$ cat src/rtl/mem_stage.sv
// ============================================================================
// Module      : mem_stage
// Description : Memory/writeback stage. Runs one bus transaction with a
//               timeout for LD/ST/PUSH/POP and passes other ALU results
//               straight through to register and SP writeback.
// Revision    : 1.0 - initial release
// ============================================================================
`default_nettype none

module mem_stage #(
    parameter int TIMEOUT = 16,
    parameter int TO_W    = 5
) (
    input  logic        clk,
    input  logic        rst_n,
    input  logic        en,
    input  logic [1:0]  mem_op,
    input  logic        byte_op,
    input  logic        write,
    input  logic [2:0]  rD_sel,
    input  logic [15:0] alu_out,
    input  logic [15:0] mem_data,
    input  logic        sp_update,
    input  logic [15:0] SP_in,
    output logic        busy,
    output logic        done,
    output logic        fault,
    output logic        bus_req,
    output logic        bus_we,
    output logic [15:0] bus_addr,
    output logic [15:0] bus_wdata,
    output logic [1:0]  bus_be,
    input  logic        bus_ack,
    input  logic [15:0] bus_rdata,
    output logic        rD_write,
    output logic [2:0]  rD_write_sel,
    output logic [15:0] rD_write_data,
    output logic        SP_write,
    output logic [15:0] SP_write_data
);

    localparam logic [1:0] c_OP_LOAD  = 2'd1;
    localparam logic [1:0] c_OP_STORE = 2'd2;

    typedef enum logic [1:0] {
        IDLE = 2'd0,
        BUS  = 2'd1,
        FIN  = 2'd2
    } state_t;

    state_t      r_state;
    logic [TO_W-1:0] r_cnt;

    logic        r_is_load;
    logic        r_byte;
    logic        r_write;
    logic [2:0]  r_sel;
    logic [15:0] r_alu;
    logic        r_sp_upd;
    logic [15:0] r_sp;

    logic            w_is_mem;
    logic            w_misaligned;
    logic [TO_W-1:0] w_cnt_nxt;
    logic            w_expired;
    logic [15:0]     w_load_val;

    always_comb begin
        w_is_mem     = (mem_op == c_OP_LOAD) || (mem_op == c_OP_STORE);
        w_misaligned = w_is_mem && !byte_op && alu_out[0];
        w_cnt_nxt    = r_cnt + 1'b1;
        w_expired    = (w_cnt_nxt == TO_W'(TIMEOUT));
        // Little-endian byte lanes: odd address selects the upper byte.
        if (r_byte)
            w_load_val = {8'h00, r_alu[0] ? bus_rdata[15:8] : bus_rdata[7:0]};
        else
            w_load_val = bus_rdata;
    end

    assign busy = (r_state != IDLE);

    always_ff @(posedge clk) begin
        if (!rst_n) begin
            r_state       <= IDLE;
            r_cnt         <= '0;
            r_is_load     <= 1'b0;
            r_byte        <= 1'b0;
            r_write       <= 1'b0;
            r_sel         <= 3'd0;
            r_alu         <= 16'h0000;
            r_sp_upd      <= 1'b0;
            r_sp          <= 16'h0000;
            done          <= 1'b0;
            fault         <= 1'b0;
            bus_req       <= 1'b0;
            bus_we        <= 1'b0;
            bus_addr      <= 16'h0000;
            bus_wdata     <= 16'h0000;
            bus_be        <= 2'b00;
            rD_write      <= 1'b0;
            rD_write_sel  <= 3'd0;
            rD_write_data <= 16'h0000;
            SP_write      <= 1'b0;
            SP_write_data <= 16'h0000;
        end else begin
            done     <= 1'b0;
            fault    <= 1'b0;
            rD_write <= 1'b0;
            SP_write <= 1'b0;

            case (r_state)
                IDLE: begin
                    if (en) begin
                        r_is_load <= (mem_op == c_OP_LOAD);
                        r_byte    <= byte_op;
                        r_write   <= write;
                        r_sel     <= rD_sel;
                        r_alu     <= alu_out;
                        r_sp_upd  <= sp_update;
                        r_sp      <= SP_in;
                        if (!w_is_mem || w_misaligned) begin
                            r_state       <= FIN;
                            done          <= 1'b1;
                            fault         <= w_misaligned;
                            rD_write      <= write & ~w_misaligned;
                            rD_write_sel  <= rD_sel;
                            rD_write_data <= alu_out;
                            SP_write      <= sp_update & ~w_misaligned;
                            SP_write_data <= SP_in;
                        end else begin
                            r_state   <= BUS;
                            r_cnt     <= '0;
                            bus_req   <= 1'b1;
                            bus_we    <= (mem_op == c_OP_STORE);
                            bus_addr  <= alu_out;
                            if (byte_op) begin
                                bus_be    <= alu_out[0] ? 2'b10 : 2'b01;
                                bus_wdata <= {mem_data[7:0], mem_data[7:0]};
                            end else begin
                                bus_be    <= 2'b11;
                                bus_wdata <= mem_data;
                            end
                        end
                    end
                end

                BUS: begin
                    // An ack in the expiry cycle still completes normally.
                    if (bus_ack) begin
                        r_state       <= FIN;
                        bus_req       <= 1'b0;
                        bus_we        <= 1'b0;
                        done          <= 1'b1;
                        rD_write      <= r_write;
                        rD_write_sel  <= r_sel;
                        rD_write_data <= r_is_load ? w_load_val : r_alu;
                        SP_write      <= r_sp_upd;
                        SP_write_data <= r_sp;
                    end else if (w_expired) begin
                        r_state       <= FIN;
                        r_cnt         <= w_cnt_nxt;
                        bus_req       <= 1'b0;
                        bus_we        <= 1'b0;
                        done          <= 1'b1;
                        fault         <= 1'b1;
                        rD_write_sel  <= r_sel;
                        rD_write_data <= r_alu;
                        SP_write_data <= r_sp;
                    end else begin
                        r_cnt <= w_cnt_nxt;
                    end
                end

                FIN: begin
                    r_state <= IDLE;
                end

                default: begin
                    r_state <= IDLE;
                end
            endcase
        end
    end

    // Control must never present a new op while the stage is occupied.
    a_no_en_while_busy : assert property (@(posedge clk) disable iff (!rst_n) !(en && busy));

endmodule

`default_nettype wire

$ cat config.mk
export PLATFORM = sky130hd
export DESIGN_NAME = mem_stage
export DESIGN_NICKNAME = d
export VERILOG_FILES = /design/src/rtl/mem_stage.sv
export SDC_FILE = /design/constraint.sdc
export NUM_CORES = 1
export LEC_CHECK = 0
export CORE_MARGIN = 1.5
export CORE_UTILIZATION = 40
export CTS_CLUSTER_SIZE = 20
export DETAILED_ROUTE_END_ITERATION = 6
export PLACE_DENSITY = 0.73
export SLEW_MARGIN = 30
export SYNTH_ARGS = -nofsm -noshare
export SYNTH_HDL_FRONTEND = slang
export SYNTH_SLANG_ARGS = --single-unit
$ cat constraint.sdc
create_clock -name clk -period 2.6 [get_ports clk]
set_input_delay 0.52 -clock clk [delete_from_list [all_inputs] [get_ports clk]]
set_output_delay 0.52 -clock clk [all_outputs]
set_load 0.02 [all_outputs]
==> impl_metrics.json <==
{
  "yosys.area_share.simple": 0.239,
  "skew_ns": 0.00692,
  "required_ns": 2.08,
  "worstMarginPinSlew_ns": 0.520,
  "clock_latency_ns": 0.41,
  "synth_compound_area_frac": 0.210,
  "via_count": 5263,
  "n_antenna_cell": 0,
  "clock_sinks": 121,
  "routed_via_density": 5.31,
  "ir_worst_vdd_v": 0.000349,
  "final_common_cell": "nand2_1",
  "htree_levels": 4,
  "synthMuxAreaShare": 0.0174,
  "slew_headroom": 0.653,
  "ant_nets": 0,
  "die_h_um": 117,
  "outcome": "finished, final reports clean",
  "wl_per_cell_um": 15.7,
  "hpwl_mm": 10.8,
  "grt_usage": 0.232,
  "whs_endpoint": "bus_addr[3]",
  "cts_tree": "done",
  "root_buffer": "clkbuf_16",
  "gp_congestion": 0.812,
  "power_density_nw_per_um2": 726,
  "endpoint_kind": "output port",
  "r2r_setup_slack_ns": 0.68,
  "area_delta_synth_final_pct": 44.5,
  "cts_buffers": 17,
  "die_x_um": 117,
  "slew_violations": 0,
  "power_leakage_nw": 2.73,
  "yosysSeqAreaShare": 0.468,
  "first_pass_iters": 5,
  "hold_depth": 2,
  "start_kind": "register",
  "maxCapViolations": 0,
  "place_ws_ns": -0.0545,
  "rows": 41,
  "reg2reg_to": "bus_be[1]",
  "drtIter0Drc": 430,
  "crit_type": "register to output port",
  "synthCells": 669,
  "nets": 886,
  "max_freq_mhz": 427,
  "setup_tns_ns": 0,
  "synth_nets": 748,
  "ys.flop_type": "dfxtp_1",
  "cts_max_path_buffers": 2,
  "postCtsHoldBufs": 0,
  "ys_async_sr_fraction": 0,
  "hold_viol": 0,
  "min_path_type": "register to register",
  "avgSynthCellArea_sq_um": 7.74,
  "finalSetupViolCount": 0,
  "period_share": 0.901,
  "cts_setup_buffers": 0,
  "synth_top_family_by_area": "simple AND/OR/NAND/NOR gates",
  "r2r-start": "r_state[1]",
  "crit_fanout": 10,
  "drive_gt1_frac": 0.0854,
  "port_buffers": 151,
  "clk_pin_slew_ns": 0.05,
  "grt_antenna_before_repair": 0,
  "rsz0062_at_grt": "false",
  "design.die.area_sq_um": 13600,
  "synth_warnings": 0,
  "cts_resized": 0,
  "post-route-min-period_ns": 2.34,
  "grt_max_degree": 43,
  "fin_ws_ns": 0.257,
  "syn-cell-area_sq_um": 5180,
  "drcViolationCount": 0,
  "grt_pass1_wl_mm": 25.0,
  "fp.coreArea_sq_um": 12600,
  "hp-start": "bus_addr[3]",
  "ff2ff_path_depth": 6,
  "synthAdderAreaFrac": 0.00725,
  "synth-seq-cells": 121,
  "start_util": 0.410,
  "overflow": 0,
  "synth_xor_xnor_area_share": 0,
  "mostFrequentLayoutCells": "nand2_1, clkdlybuf4s50_1, dfxtp_1",
  "routed_wl_mm": 15.5,
  "pin_count": 152,
  "first_global_vias": 5143,
  "synth-edff-count": 0,
  "crit_arrival_ns": 1.82,
  "ys_types": 41
}
[registers in the layout, summed over array words and instances (netlist names), 2 cells and up]
register       count
SP_write_data     16
bus_addr          16
bus_wdata         16
rD_write_data     16
r_alu             16
r_sp              16
r_cnt              5
rD_write_sel       3
r_sel              3
bus_be             2
r_state            2
[worst max-delay path, stage by stage, from the launching register on]
cell and delay (ns):
dfxtp_1 0.58, or2_4 0.23, clkdlybuf4s50_1 0.61
[worst max-delay path by stage]
| stage | to | start | slack (ns) | depth (start not counted) |
|---|---|---|---|---|
| final | busy | r_state[1] | 0.26 | 2 |
| after global routing | rD_write_sel[1] | mem_op[0] | 0.15 | 9 |
| after CTS | busy | r_state[1] | 0.26 | 2 |
| after detailed placement | rD_write_sel[1] | mem_op[0] | -0.05 | 9 |
| after global placement | SP_write_data[5] | mem_op[0] | 0.08 | 9 |
| after floorplan | rD_write_data[10] | mem_op[0] | 0.61 | 8 |
[layer usage]
layer	GRT usage	up-vias	wire length, um	part of all wire
met5	0	-	0	0
met4	0.0835	0	265	0.017
met3	0.0433	24	986	0.063
met2	0.395	218	7610	0.49
met1	0.295	2441	6680	0.43
li1	-	2580	-	-
[final cells by class]
type	count	area [sq um]
fill	1138	5130
inverter	6	22.5
sequential	121	2420
timing repair buffer	179	1750
multi-input combinational	482	2480
tap	172	215
clock inverter	13	153
clock buffer	19	443
[report_power, final]
group	internal (mW)	total, mW	switching, mW
sequential	2.00	2.09	0.0895
combinational	0.459	0.996	0.537
clock	1.52	2.35	0.827
total	3.98	5.43	1.45
[Yosys cell counts (all sizes together), types with 5 or more instances]
library cell,number,area share
nor2,23,0.017
a311oi,20,0.034
nand3,8,0.0077
a21oi,92,0.089
and3,9,0.011
o21ai,39,0.038
buf,18,0.023
a211oi,18,0.030
dfxtp,121,0.47
nand2,204,0.15
mux2i,9,0.017
inv,5,0.0036
a31oi,10,0.012
nand4,16,0.019
nand3b,9,0.013
clkbuf,42,0.030
[per-stage QoR]
| stage | instance area (sq um) | hold WS (ns) | util | total power, mW | instances |
|---|---|---|---|---|---|
| 6_report | 7490 | 0.451 | 0.593 | 5.43 | 992 |
| 5_1_grt | 7490 | 0.471 | 0.593 | 5.66 | 992 |
| 4_1_cts | 7490 | 0.453 | 0.593 | 5.47 | 992 |
| 3_5_place_dp | 6890 | 0.446 | 0.546 | 3.12 | 960 |
| 3_3_place_gp | 6890 | 0.441 | 0.546 | 3.09 | 960 |
| 2_1_floorplan | 5180 | 0.433 | - | 2.64 | 669 |
[cells by family after synthesis]
group,Yosys count
flops,121
fa+ha+maj,3
mux,9
buf+inv,66
compound gates,184
simple gates,286
Power figures use the tool's default switching activity.
